`src/rtl/as5401_bus_ctrl_pkg.sv`:
```
// Shared constants for the AS5401 bus controller.
// Phase ring codes, data address map and register widths.
package as5401_bus_ctrl_pkg;

  localparam int PC_W  = 12;
  localparam int MAR_W = 8;

  localparam logic [3:0] PH_FETCH  = 4'b0001;
  localparam logic [3:0] PH_DECODE = 4'b0010;
  localparam logic [3:0] PH_EXEC   = 4'b0100;
  localparam logic [3:0] PH_COMMIT = 4'b1000;

  localparam logic [7:0] RAM_LAST = 8'h0F;
  localparam logic [7:0] OUT_LO   = 8'h10;
  localparam logic [7:0] OUT_HI   = 8'h11;
  localparam logic [7:0] IN_ADDR  = 8'h12;

  function automatic logic is_ram(input logic [7:0] a);
    return a <= RAM_LAST;
  endfunction

endpackage

```
`src/rtl/as5401_dram.sv`:
```
// 16x4 data RAM: one synchronous write port, one
// combinational read port, synchronous clear.
module as5401_dram (
  input  logic       clk,
  input  logic       rst,
  input  logic       we,
  input  logic [3:0] waddr,
  input  logic [3:0] wdata,
  input  logic [3:0] raddr,
  output logic [3:0] rdata
);

  logic [3:0] r_mem [16];

  always_ff @(posedge clk) begin
    if (rst) begin
      for (int i = 0; i < 16; i++) r_mem[i] <= '0;
    end else if (we) begin
      r_mem[waddr] <= wdata;
    end
  end

  assign rdata = r_mem[raddr];

endmodule

```
`src/rtl/as5401_bus_ctrl.sv`:
```
// AS5401 bus controller: PC, MAR, data RAM and I/O ports,
// all committed on the phase==COMMIT clock edge.
module as5401_bus_ctrl
  import as5401_bus_ctrl_pkg::*;
(
  input  logic            clk,
  input  logic            rst,
  input  logic [3:0]      cpu_dout,
  input  logic [3:0]      phase,
  input  logic            write_flag,
  input  logic            mar_flag,
  input  logic            jmp_flag,
  input  logic [3:0]      prog_data,
  input  logic [3:0]      in_port,
  output logic [PC_W-1:0] prog_addr,
  output logic [3:0]      insin,
  output logic [3:0]      din,
  output logic [7:0]      out_port
);

  logic [PC_W-1:0]  r_pc;
  logic [MAR_W-1:0] r_mar;
  logic [3:0]       r_din;
  logic [7:0]       r_out;

  logic             w_commit;
  logic             w_wr;
  logic             w_ram_we;
  logic [MAR_W-1:0] w_mar_nxt;
  logic [3:0]       w_ram_rd;
  logic [3:0]       w_rd;

  assign w_commit  = (phase == PH_COMMIT);
  assign w_wr      = w_commit & write_flag;
  assign w_ram_we  = w_wr & is_ram(r_mar);
  assign w_mar_nxt = (w_commit & mar_flag)
                   ? {r_mar[3:0], cpu_dout}
                   : r_mar;

  as5401_dram u_dram (
    .clk   (clk),
    .rst   (rst),
    .we    (w_ram_we),
    .waddr (r_mar[3:0]),
    .wdata (cpu_dout),
    .raddr (w_mar_nxt[3:0]),
    .rdata (w_ram_rd)
  );

  // din sees the post-edge MAR and RAM, so bypass a same-edge write
  always_comb begin
    w_rd = '0;
    if (is_ram(w_mar_nxt)) begin
      if (w_ram_we && (r_mar[3:0] == w_mar_nxt[3:0]))
        w_rd = cpu_dout;
      else
        w_rd = w_ram_rd;
    end else if (w_mar_nxt == IN_ADDR) begin
      w_rd = in_port;
    end
  end

  always_ff @(posedge clk) begin
    if (rst) begin
      r_pc  <= '0;
      r_mar <= '0;
      r_din <= '0;
      r_out <= '0;
    end else begin
      r_din <= w_rd;
      if (w_commit) begin
        r_pc  <= jmp_flag ? {r_mar, cpu_dout} : r_pc + 1'b1;
        r_mar <= w_mar_nxt;
        if (w_wr && (r_mar == OUT_LO)) r_out[3:0] <= cpu_dout;
        if (w_wr && (r_mar == OUT_HI)) r_out[7:4] <= cpu_dout;
      end
    end
  end

  assign prog_addr = r_pc;
  assign insin     = prog_data;
  assign din       = r_din;
  assign out_port  = r_out;

endmodule

```
`config.mk`:
```
export PLATFORM = sky130hd
export DESIGN_NAME = as5401_bus_ctrl
export DESIGN_NICKNAME = d
export VERILOG_FILES = /design/src/rtl/as5401_bus_ctrl_pkg.sv /design/src/rtl/as5401_dram.sv /design/src/rtl/as5401_bus_ctrl.sv
export SDC_FILE = /design/constraint.sdc
export NUM_CORES = 1
export LEC_CHECK = 0
export CORE_MARGIN = 2
export CORE_UTILIZATION = 40
export CTS_CLUSTER_DIAMETER = 40
export DETAILED_ROUTE_END_ITERATION = 6
export GPL_TIMING_DRIVEN = 0
export MAX_ROUTING_LAYER = met4
export PLACE_DENSITY = 0.65
export RECOVER_POWER = 50
export SYNTH_ARGS = -nofsm -noshare
export SYNTH_HDL_FRONTEND = slang
export SYNTH_SLANG_ARGS = --single-unit
```
`constraint.sdc`:
```
create_clock -name clk -period 2.59 [get_ports clk]
set_input_delay 0.6475 -clock clk [delete_from_list [all_inputs] [get_ports clk]]
set_output_delay 0.6475 -clock clk [all_outputs]
set_load 0.005 [all_outputs]
```
==> results.toml, run 1 <==
[critical_path]
reg2reg_depth = 7
crit_fanout = 10
critical_path_class = "in2reg"
regToRegSetupSlack_ns = 0.24
max_stage_delay_ns = 0.56
endpoint = "din[0]"
cp-start-kind = "input port"
path_cells = "clkdlybuf4s50_1, clkbuf_4, clkbuf_4, nand2_1, a211oi_1, a311oi_1, mux2i_1, a32oi_1, a31oi_1"
slowest_stage = "clkdlybuf4s50_1"
crit_path_end_kind = "flop"
arrival_ns = 2.81
cp.required_ns = 2.84
crit_path_start = "cpu_dout[0]"
reg2reg_to = "din[3]"
path_common_cell = "clkbuf_4"
timing.rr.start = "r_mar[1]"

[run_status]
status = "complete, no violations"

[finish]
fin_nets = 618
drive_above_1_share_pct = 17.6
fin_cells = 773
area_growth_syn_to_layout_pct = 22.4
antennaDiodeCount = 0
postLayoutCoreUtil_pct = 50.7

[timing]
tightest_slew_ns = 0.639
fmax_ghz = 0.390
setup_viol = 0
finalCritPeriodShare_pct = 98.9
finalCriticalPeriod_ns = 2.56
fin_hold_ws_ns = 0.490
slew_headroom_pct = 57.4
fin_ws_ns = 0.0289
worst_clock_skew_ns = 0.0143
finalHoldViolCount = 0
drv_slew = 0
rsz0062_at_grt = "no"

[flow_run]
max_cap_viol_count = 0

[yosys]
ys_types = 56
syn_area_sq_mm = 0.00528
synthFlopType = "edfxtp_1"
synth-async-reset-ratio_pct = 0
syn_inst = 532
avgSynthCellArea_sq_um = 9.92
synth-seq-area-share_pct = 48.6
synth_fp_nets = 554
yosys_warnings = 0
synth_edf_count = 64
synth.ff_latch_count = 96

[detailed_routing]
post_drt_wl_per_cell_microns = 19.9
vias = 4421
drt_pass1_iterations = 5
vias_per_cell = 5.72
routed_wl_microns = 15400
drtIter0Drc = 504
drc = 0
antenna_left = 0

[global_route]
track_usage_pct = 22.9
grt_pass1_wl_microns = 24100
grt_max_degree = 18
first_global_vias = 4320
antenna_found_initial = 0
grt_overflow = 0

[power]
power_mw = 3.22
p_per_area_mw_per_mm2 = 498
peakVddDrop_uv = 374
power_leakage_nw = 2.46

[place]
hpwl_microns = 11000
place_inst = 744
gp_congestion = 1.02
dp_slack_ns = -0.751
io_buffers = 40

[floorplan]
die_h_microns = 119
rows = 41
die-width_microns = 119
start_util_pct = 41.5
ios = 49
die_area_sq_mm = 0.0141
coreArea_sq_mm = 0.0127

[clocking]
path_clk_slew_ns = 0.07
htree_levels = 3
cts.sinks = 96
cts_made_buffers = 9
cts_buffer_depth = 2
clock_latency_ns = 0.35
cts_root_buf = "clkbuf_16"
tritoncts = "yes"
cts.hold.buffers_added = 0

[hold_path]
holdCritPathClass = "reg2reg"
## what timing repair did
action / in CTS / in global routing
setup buffers: 11 / 2
resized for setup: 38 / 26
pin swaps: 7 / 6
endpoints found under the setup margin: 131 / 72
## flip-flops by register name, indices dropped and copies added (netlist names)
signal	cells
din	4
out_port	8
prog_addr	12
r_mar	8
u_dram.r_mem	64
## kinds of logic after synthesis
logic type | after synthesis | synth area share, %
AO/OA/AOI/OAI | 126 | 16.3
adder cells (fa/ha/maj) | 1 | 0.237
XOR/XNOR | 4 | 0.664
flip-flops | 96 | 48.6
buffers and inverters | 52 | 5.00
multiplexers | 26 | 5.27
AND/OR/NAND/NOR | 227 | 24.0
## metal layers
layer  part of all wire [%]  track usage (%)  up-vias  wire length [microns]
met3                    7.2             4.02       25                   1110
met2                     47             34.7      214                   7250
met4                    1.6             7.51        0                    242
met5                      0                -        -                      0
li1                       -                -     2063                      -
met1                     44             31.2     2119                   6810
## per-stage QoR
| stage | setup TNS, ns | cell area (sq um) |
|---|---|---|
| after floorplan | 0 | 5280 |
| after global placement | -70.78 | 5890 |
| after detailed placement | -74.37 | 5890 |
| after CTS | 0 | 6380 |
| after global routing | 0 | 6460 |
| final | 0 | 6460 |
## area by class of cell
cell class              count  area [sq um]
clock inverters             6          42.5
multi-input cells         384          2610
well taps                 172           215
flip-flops and latches     96          2560
fillers                  1154          6270
inverters                   5          18.8
clock buffers              10           229
plain buffers              47           263
repair buffers             53           515
## critical path, delay by kind of cell
family	cells	cell delay [ns]
compound gates	4	0.78
simple gates	1	0.08
mux	1	0.28
buf+inv	3	1.02
## power breakdown
| part | internal, mW | switching, mW |
|---|---|---|
| Clock | 0.655 | 0.587 |
| Sequential | 1.67 | 0.0213 |
| Combinational | 0.112 | 0.171 |
| Total | 2.44 | 0.779 |
## synth_stat cells (2+ instances only)
| library cell | number | area (sq um) |
|---|---|---|
| clkbuf_1 | 26 | 97.6 |
| or3_1 | 2 | 12.5 |
| o22ai_1 | 2 | 12.5 |
| nor3_2 | 3 | 30.0 |
| o221a_2 | 3 | 33.8 |
| xor2_1 | 4 | 35.0 |
| buf_2 | 7 | 35.0 |
| a211oi_1 | 14 | 105 |
| nand2_1 | 36 | 135 |
| o21ai_0 | 23 | 115 |
| buf_1 | 2 | 7.51 |
| inv_1 | 4 | 15.0 |
| edfxtp_1 | 64 | 1920 |
| nand2b_1 | 13 | 81.3 |
| nand4_1 | 7 | 43.8 |
| nand3b_1 | 5 | 37.5 |
| buf_4 | 8 | 60.1 |
| or2_2 | 16 | 100 |
| a21boi_0 | 6 | 45.0 |
| and2_1 | 64 | 400 |
| buf_6 | 4 | 45.0 |
| mux2i_1 | 21 | 210 |
| nand3_1 | 23 | 115 |
| a21o_1 | 5 | 37.5 |
| dfxtp_1 | 32 | 641 |
| and3_1 | 4 | 25.0 |
| a21oi_1 | 31 | 155 |
| mux2_2 | 4 | 45.0 |
| a32oi_1 | 4 | 35.0 |
| a211o_1 | 8 | 70.1 |
| o211ai_1 | 4 | 30.0 |
| a21boi_1 | 2 | 15.0 |
| a31oi_1 | 9 | 56.3 |
| a311oi_1 | 8 | 70.1 |
| nor3_1 | 7 | 35.0 |
| nor2_1 | 37 | 139 |
## placed cells by master (no fill, tap or decap), types with 5 or more instances in the layout
| cell type | n |
|---|---|
| edfxtp_1 | 64 |
| and2_1 | 50 |
| nand2_1 | 36 |
| dfxtp_1 | 32 |
| a21oi_1 | 30 |
| dlygate4sd3_1 | 29 |
| clkbuf_1 | 27 |
| nor2_1 | 26 |
| nand3_1 | 22 |
| o21ai_0 | 21 |
| mux2i_1 | 19 |
| buf_4 | 18 |
| and2_0 | 14 |
| nand2b_1 | 13 |
| a211oi_1 | 12 |
| or2_2 | 10 |
| a31oi_1 | 9 |
| clkbuf_16 | 9 |
| nor2_2 | 8 |
| a211o_1 | 8 |
| buf_6 | 7 |
| nand4_1 | 7 |
| nor3_1 | 6 |
| or2_4 | 6 |
| a21boi_0 | 6 |
| clkdlybuf4s50_1 | 6 |
| nand3b_1 | 5 |
| a21o_1 | 5 |
| a311oi_1 | 5 |
## how the worst min path moves through the flow
stage	startpoint	to	slack, ns	depth (start not counted)
floorplan	r_mar[5]	r_mar[5]	0.44	2
global placement	r_mar[5]	r_mar[5]	0.47	2
detailed placement	r_mar[7]	r_mar[7]	0.47	2
CTS	r_mar[7]	r_mar[7]	0.49	2
global route	prog_addr[11]	prog_addr[11]	0.51	2
finish	r_mar[6]	r_mar[6]	0.49	2
No activity file was read; power rests on OpenSTA's default activity.
==> inputs of run 2 (changes only) <==
--- a/config.mk
+++ b/config.mk
@@ -7,7 +7,7 @@
 export LEC_CHECK = 0
 export CORE_MARGIN = 2
 export CORE_UTILIZATION = 40
-export CTS_CLUSTER_DIAMETER = 40
+export CTS_CLUSTER_DIAMETER = 100
 export DETAILED_ROUTE_END_ITERATION = 6
 export GPL_TIMING_DRIVEN = 0
 export MAX_ROUTING_LAYER = met4
==> constraint.sdc (replaced) <==
create_clock -name clk -period 2.9 [get_ports clk]
set_input_delay 0.725 -clock clk [delete_from_list [all_inputs] [get_ports clk]]
set_output_delay 0.725 -clock clk [all_outputs]
set_load 0.005 [all_outputs]
==> run 2 against run 1 <==
Wire length is 2.0% lower. Largest power group unchanged. Hold slack hardly changed. Sequential cell count stayed put. Clock power is 10% lower. Sequential power is 11% lower. Via count is 2.3% lower. Clock-buffer cell count stayed put. The run now ends with setup timing left. Global-route usage is 0.51 points lower. Register-to-register slack better by 0.14 ns. Die area stayed put. Non-clock buffer count is 6 lower.
==> results.toml, run 2 (synthesized netlist as in run 1, its figures left out) <==
[run_status]
status = "finished, violations left"
failed_checks = "setup timing"

[timing]
slew_headroom_pct = 46.1
finalSetupTns_ns = -0.0148
worst_clock_skew_ns = 0.0133
fmax_ghz = 0.343
finalCriticalPeriod_ns = 2.91
drv_slew = 0
finalCritPeriodShare_pct = 101
tightest_slew_ns = 0.809
finalHoldViolCount = 0
fin_ws_ns = -0.0148
setup_viol = 1

[global_route]
grt_max_degree = 18
track_usage_pct = 22.4
grt_overflow = 0
grt_pass1_wl_microns = 23400
first_global_vias = 4210
antenna_found_initial = 0

[power]
switching_share_pct = 24.2
internal-power_mw = 2.17
p_per_area_mw_per_mm2 = 455
combinationalPowerShare_pct = 8.5
p_switching_mw = 0.693
peakVddDrop_uv = 312
power_frac_seq_pct = 52.7
power.share.clock_pct = 38.8
power_leakage_nw = 2.42

[floorplan]
ios = 49
die_h_microns = 119
rows = 41
start_util_pct = 41.5
die-width_microns = 119
die_area_sq_mm = 0.0141
coreArea_sq_mm = 0.0127

[finish]
area_growth_syn_to_layout_pct = 19.3
drive_above_1_share_pct = 15.1
fin_nets = 612
regMostFlops = "u_dram.r_mem"
postLayoutCoreUtil_pct = 49.5
fin_cells = 767
antennaDiodeCount = 0
most-common-layout-cells = "64 x and2_1, 64 x edfxtp_1, 36 x nand2_1"
largest_reg_flops = 64

[detailed_routing]
vias = 4320
routed_wl_microns = 15100
drt_pass1_iterations = 7
drtIter0Drc = 445
post_drt_wl_per_cell_microns = 19.7
vias_per_cell = 5.63
drc = 0
antenna_left = 0

[critical_path]
crit_path_end_kind = "flop"
critical_path_class = "in2reg"
crit_fanout = 10
cp-start-kind = "input port"
cp.required_ns = 3.10
arrival_ns = 3.12

[clocking]
clock_latency_ns = 0.35
tritoncts = "yes"
cts.sinks = 96
cts_buffer_depth = 2
path_clk_slew_ns = 0.07
htree_levels = 3
cts_root_buf = "clkbuf_16"
cts_made_buffers = 9

[place]
hpwl_microns = 11000
place_inst = 744
gp_congestion = 1.02
io_buffers = 40

[flow_run]
max_cap_viol_count = 0

[hold_path]
holdCritPathClass = "reg2reg"
-- run 2: changes by cell type in the layout (fill, tap and decap cells not counted), moves of 4 or more --
cell and delta:
and2_1 +14, buf_4 -4, or2_2 +6, clkdlybuf4s50_1 +5, and2_0 -14, or2_4 -6
-- run 2: critical path: stages --
cell and delay (ns):
clkdlybuf4s50_1 0.46, nor4b_4 0.28, buf_4 0.18, buf_6 0.15, nand2_4 0.11, buf_2 0.22
a311oi_1 0.41, mux2i_1 0.17, a32oi_1 0.23, a31oi_1 0.16
-- run 2: timing repair --
item | in CTS | in global routing
pin swaps | 3 | 3
buffers inserted | 1 | 6
hold buffers | 0 | 0
resized for setup | 8 | 15
endpoints found under the setup margin | 64 | 72
-- run 2: through the flow --
stage | worst slack, ns | power [mW] | hold WS, ns | cell area, sq um
floorplan | 0.444 | 1.67 | 0.444 | 5280
global placement | -0.500 | 1.77 | 0.466 | 5890
detailed placement | -0.519 | 1.78 | 0.469 | 5890
CTS | 0.00979 | 2.88 | 0.488 | 6200
global route | -0.0206 | 2.96 | 0.509 | 6290
finish | -0.0148 | 2.86 | 0.489 | 6290
-- run 2: final cells by class --
| type | count | area (sq um) |
|---|---|---|
| clock inverters | 6 | 42.5 |
| fillers | 1182 | 6430 |
| inverters | 5 | 18.8 |
| plain buffers | 47 | 249 |
| well taps | 172 | 215 |
| flip-flops and latches | 96 | 2560 |
| repair buffers | 47 | 453 |
| multi-input cells | 384 | 2520 |
| clock buffers | 10 | 229 |
-- run 2: path summary, 6_finish.rpt --
kind              slack [ns]  cells after the start  startpoint                  to
setup / recovery       -0.01                     10    phase[0]              din[1]
hold / removal          0.49                      2    r_mar[6]            r_mar[6]
setup reg to reg        0.38                      5    r_mar[1]  u_dram.r_mem[2][2]
hold reg to reg         0.49                      2    r_mar[6]            r_mar[6]
-- run 2: metal layers --
metal	routed length (microns)	track usage (%)	up-vias	part of all wire, %
met5	0	-	-	0
met2	7160	34.3	190	47
li1	-	-	2047	-
met1	6620	29.8	2058	44
met3	1110	5.12	25	7.3
met4	209	6.70	0	1.4
-- run 2: power by group through the flow --
| stage | clock network (mW) | registers, mW | logic [mW] |
|---|---|---|---|
| 6_report | 1.11 | 1.51 | 0.243 |
| 2_1_floorplan | 0 | 1.53 | 0.138 |
| 4_1_cts | 1.12 | 1.51 | 0.241 |
| 5_1_grt | 1.19 | 1.51 | 0.261 |
| 3_5_place_dp | 0 | 1.54 | 0.238 |
| 3_3_place_gp | 0 | 1.54 | 0.235 |
==> inputs of run 3 (changes only) <==
--- a/config.mk
+++ b/config.mk
@@ -5,7 +5,7 @@
 export SDC_FILE = /design/constraint.sdc
 export NUM_CORES = 1
 export LEC_CHECK = 0
-export CORE_MARGIN = 2
+export CORE_MARGIN = 5
 export CORE_UTILIZATION = 40
 export CTS_CLUSTER_DIAMETER = 100
 export DETAILED_ROUTE_END_ITERATION = 6
==> run 3 against run 2 <==
Register-to-register slack worse by 0.16 ns. Core utilization is 0.67 points lower. Combinational power is 2% higher. Global-route usage is 3.0 points lower. Non-clock buffer count is 1 higher. The flow now finishes without violations. Wire length is 0.28% lower. Largest cell class unchanged. Die area is 10% higher. Sequential cell count stayed put. Power is 5.8% higher. Clock skew is 0.0084 ns lower.
==> results.toml, run 3 (synthesized netlist as in run 1, its figures left out) <==
[run_status]
status = "complete, no violations"

[place]
hpwl_microns = 10800
dp_slack_ns = -0.676
io_buffers = 40
place_area_sq_mm = 0.00590
gp_congestion = 0.927

[critical_path]
cp-start-kind = "input port"
arrival_ns = 3.02
crit_fanout = 10
cp.required_ns = 3.12
reg2reg_depth = 5
regToRegSetupSlack_ns = 0.22
crit_path_end_kind = "flop"
reg2reg_to = "u_dram.r_mem[2][3]"
timing.rr.start = "r_mar[1]"
critical_path_class = "in2reg"

[power]
power_leakage_nw = 2.46
peakVddDrop_uv = 261
power_mw = 3.03
p_per_area_mw_per_mm2 = 474

[timing]
tightest_slew_ns = 0.890
fin_ws_ns = 0.0992
worst_clock_skew_ns = 0.00492
finalSetupTns_ns = 0
finalCritPeriodShare_pct = 96.6
finalHoldViolCount = 0
slew_headroom_pct = 40.7
finalCriticalPeriod_ns = 2.80
setup_viol = 0
drv_slew = 0
fmax_ghz = 0.357

[hold_path]
hold_end = "r_mar[5]"
holdCritPathClass = "reg2reg"
hold_start = "r_mar[5]"
hold_path_depth = 2

[detailed_routing]
antenna_left = 0
routed_wl_microns = 15100
vias_per_cell = 5.69
vias = 4395
post_drt_wl_per_cell_microns = 19.5
drc = 0
drt_pass1_iterations = 6
drtIter0Drc = 438

[finish]
most-common-layout-cells = "64 x edfxtp_1, 60 x and2_1, 35 x nand2_1"
drive_above_1_share_pct = 15.4
fin_nets = 613
antennaDiodeCount = 0
largest_reg_flops = 64
regMostFlops = "u_dram.r_mem"
area_growth_syn_to_layout_pct = 21.1
mostFrequentLayoutCell = "edfxtp_1"
fillers = 1203
postLayoutCoreUtil_pct = 48.8
regArea_sq_mm = 0.00256
multiInputGateArea_sq_mm = 0.00254
design_area_sq_mm = 0.00639

[floorplan]
coreArea_sq_mm = 0.0131
rows = 42
die_area_sq_mm = 0.0156
die_h_microns = 125
ios = 49
die-width_microns = 125
start_util_pct = 40.3

[global_route]
grt_pass1_wl_microns = 23100
grt_overflow = 0
first_global_vias = 4204
grt_max_degree = 16
antenna_found_initial = 0
track_usage_pct = 19.4

[clocking]
cts_buffer_depth = 2
cts_made_buffers = 9
cts_root_buf = "clkbuf_16"
htree_levels = 3
clock_latency_ns = 0.36
cts.hold.buffers_added = 0
cts.sinks = 96
path_clk_slew_ns = 0.06
tritoncts = "yes"

[flow_run]
max_cap_viol_count = 0
## run 3: cell count changes in the layout (fill, tap and decap cells not counted), sizes merged
cell	change
clkinv	-3
clkbuf	+4
clkdlybuf4s50	-1
dlymetal6s2s	+1
inv	-1
buf	+1
## run 3: through the flow
stage	instances	hold WS, ns
finish	772	0.485
global route	772	0.505
CTS	765	0.480
detailed placement	748	0.471
global placement	748	0.462
floorplan	532	0.444
## run 3: worst max-delay path by stage
stage          startpoint             endpoint  cells past startpoint
2_1_floorplan    phase[1]   u_dram.r_mem[0][0]                      6
3_3_place_gp     phase[1]   u_dram.r_mem[0][3]                      7
3_5_place_dp     phase[1]   u_dram.r_mem[0][2]                      7
4_1_cts          phase[2]  u_dram.r_mem[14][1]                      8
5_1_grt          phase[0]               din[1]                     10
6_report         phase[1]               din[2]                      9
## run 3: report_power, final
group | switching (mW) | total (mW) | internal [mW]
Sequential | 0.0176 | 1.51 | 1.49
Combinational | 0.151 | 0.247 | 0.0960
Clock | 0.515 | 1.27 | 0.757
Total | 0.684 | 3.03 | 2.34
## run 3: area by class of cell
| cell class | instances | share of cell area [%] |
|---|---|---|
| tap | 176 | 3.45 |
| clock inverter | 2 | 0.216 |
| timing repair buffer | 48 | 7.25 |
| sequential | 96 | 40.1 |
| clock buffer | 14 | 4.96 |
| buffer | 47 | 3.90 |
| multi-input combinational | 384 | 39.8 |
| inverter | 5 | 0.294 |
## run 3: repair_timing
| item | 4_1_cts | 5_1_grt |
|---|---|---|
| gates resized for setup | 4 | 32 |
| buffers inserted | 1 | 7 |
| pin swaps | 1 | 3 |
| hold endpoints to repair | 0 | 0 |
| endpoints found under the setup margin | 108 | 68 |
## run 3: routing by layer
layer / up-vias / routed length [microns] / GRT usage, %
li1: 2052 / - / -
met1: 2111 / 6520 / 25.1
met2: 190 / 7110 / 29.8
met3: 42 / 927 / 3.13
met4: 0 / 509 / 9.12
met5: - / 0 / -
## run 3: worst max-delay path, cell delays in order
cell	delay [ns]
clkdlybuf4s50_1	0.45
or4b_1	0.55
buf_6	0.18
o21ai_4	0.16
buf_6	0.16
a21boi_1	0.07
a211o_1	0.28
a32oi_1	0.29
a31oi_1	0.15
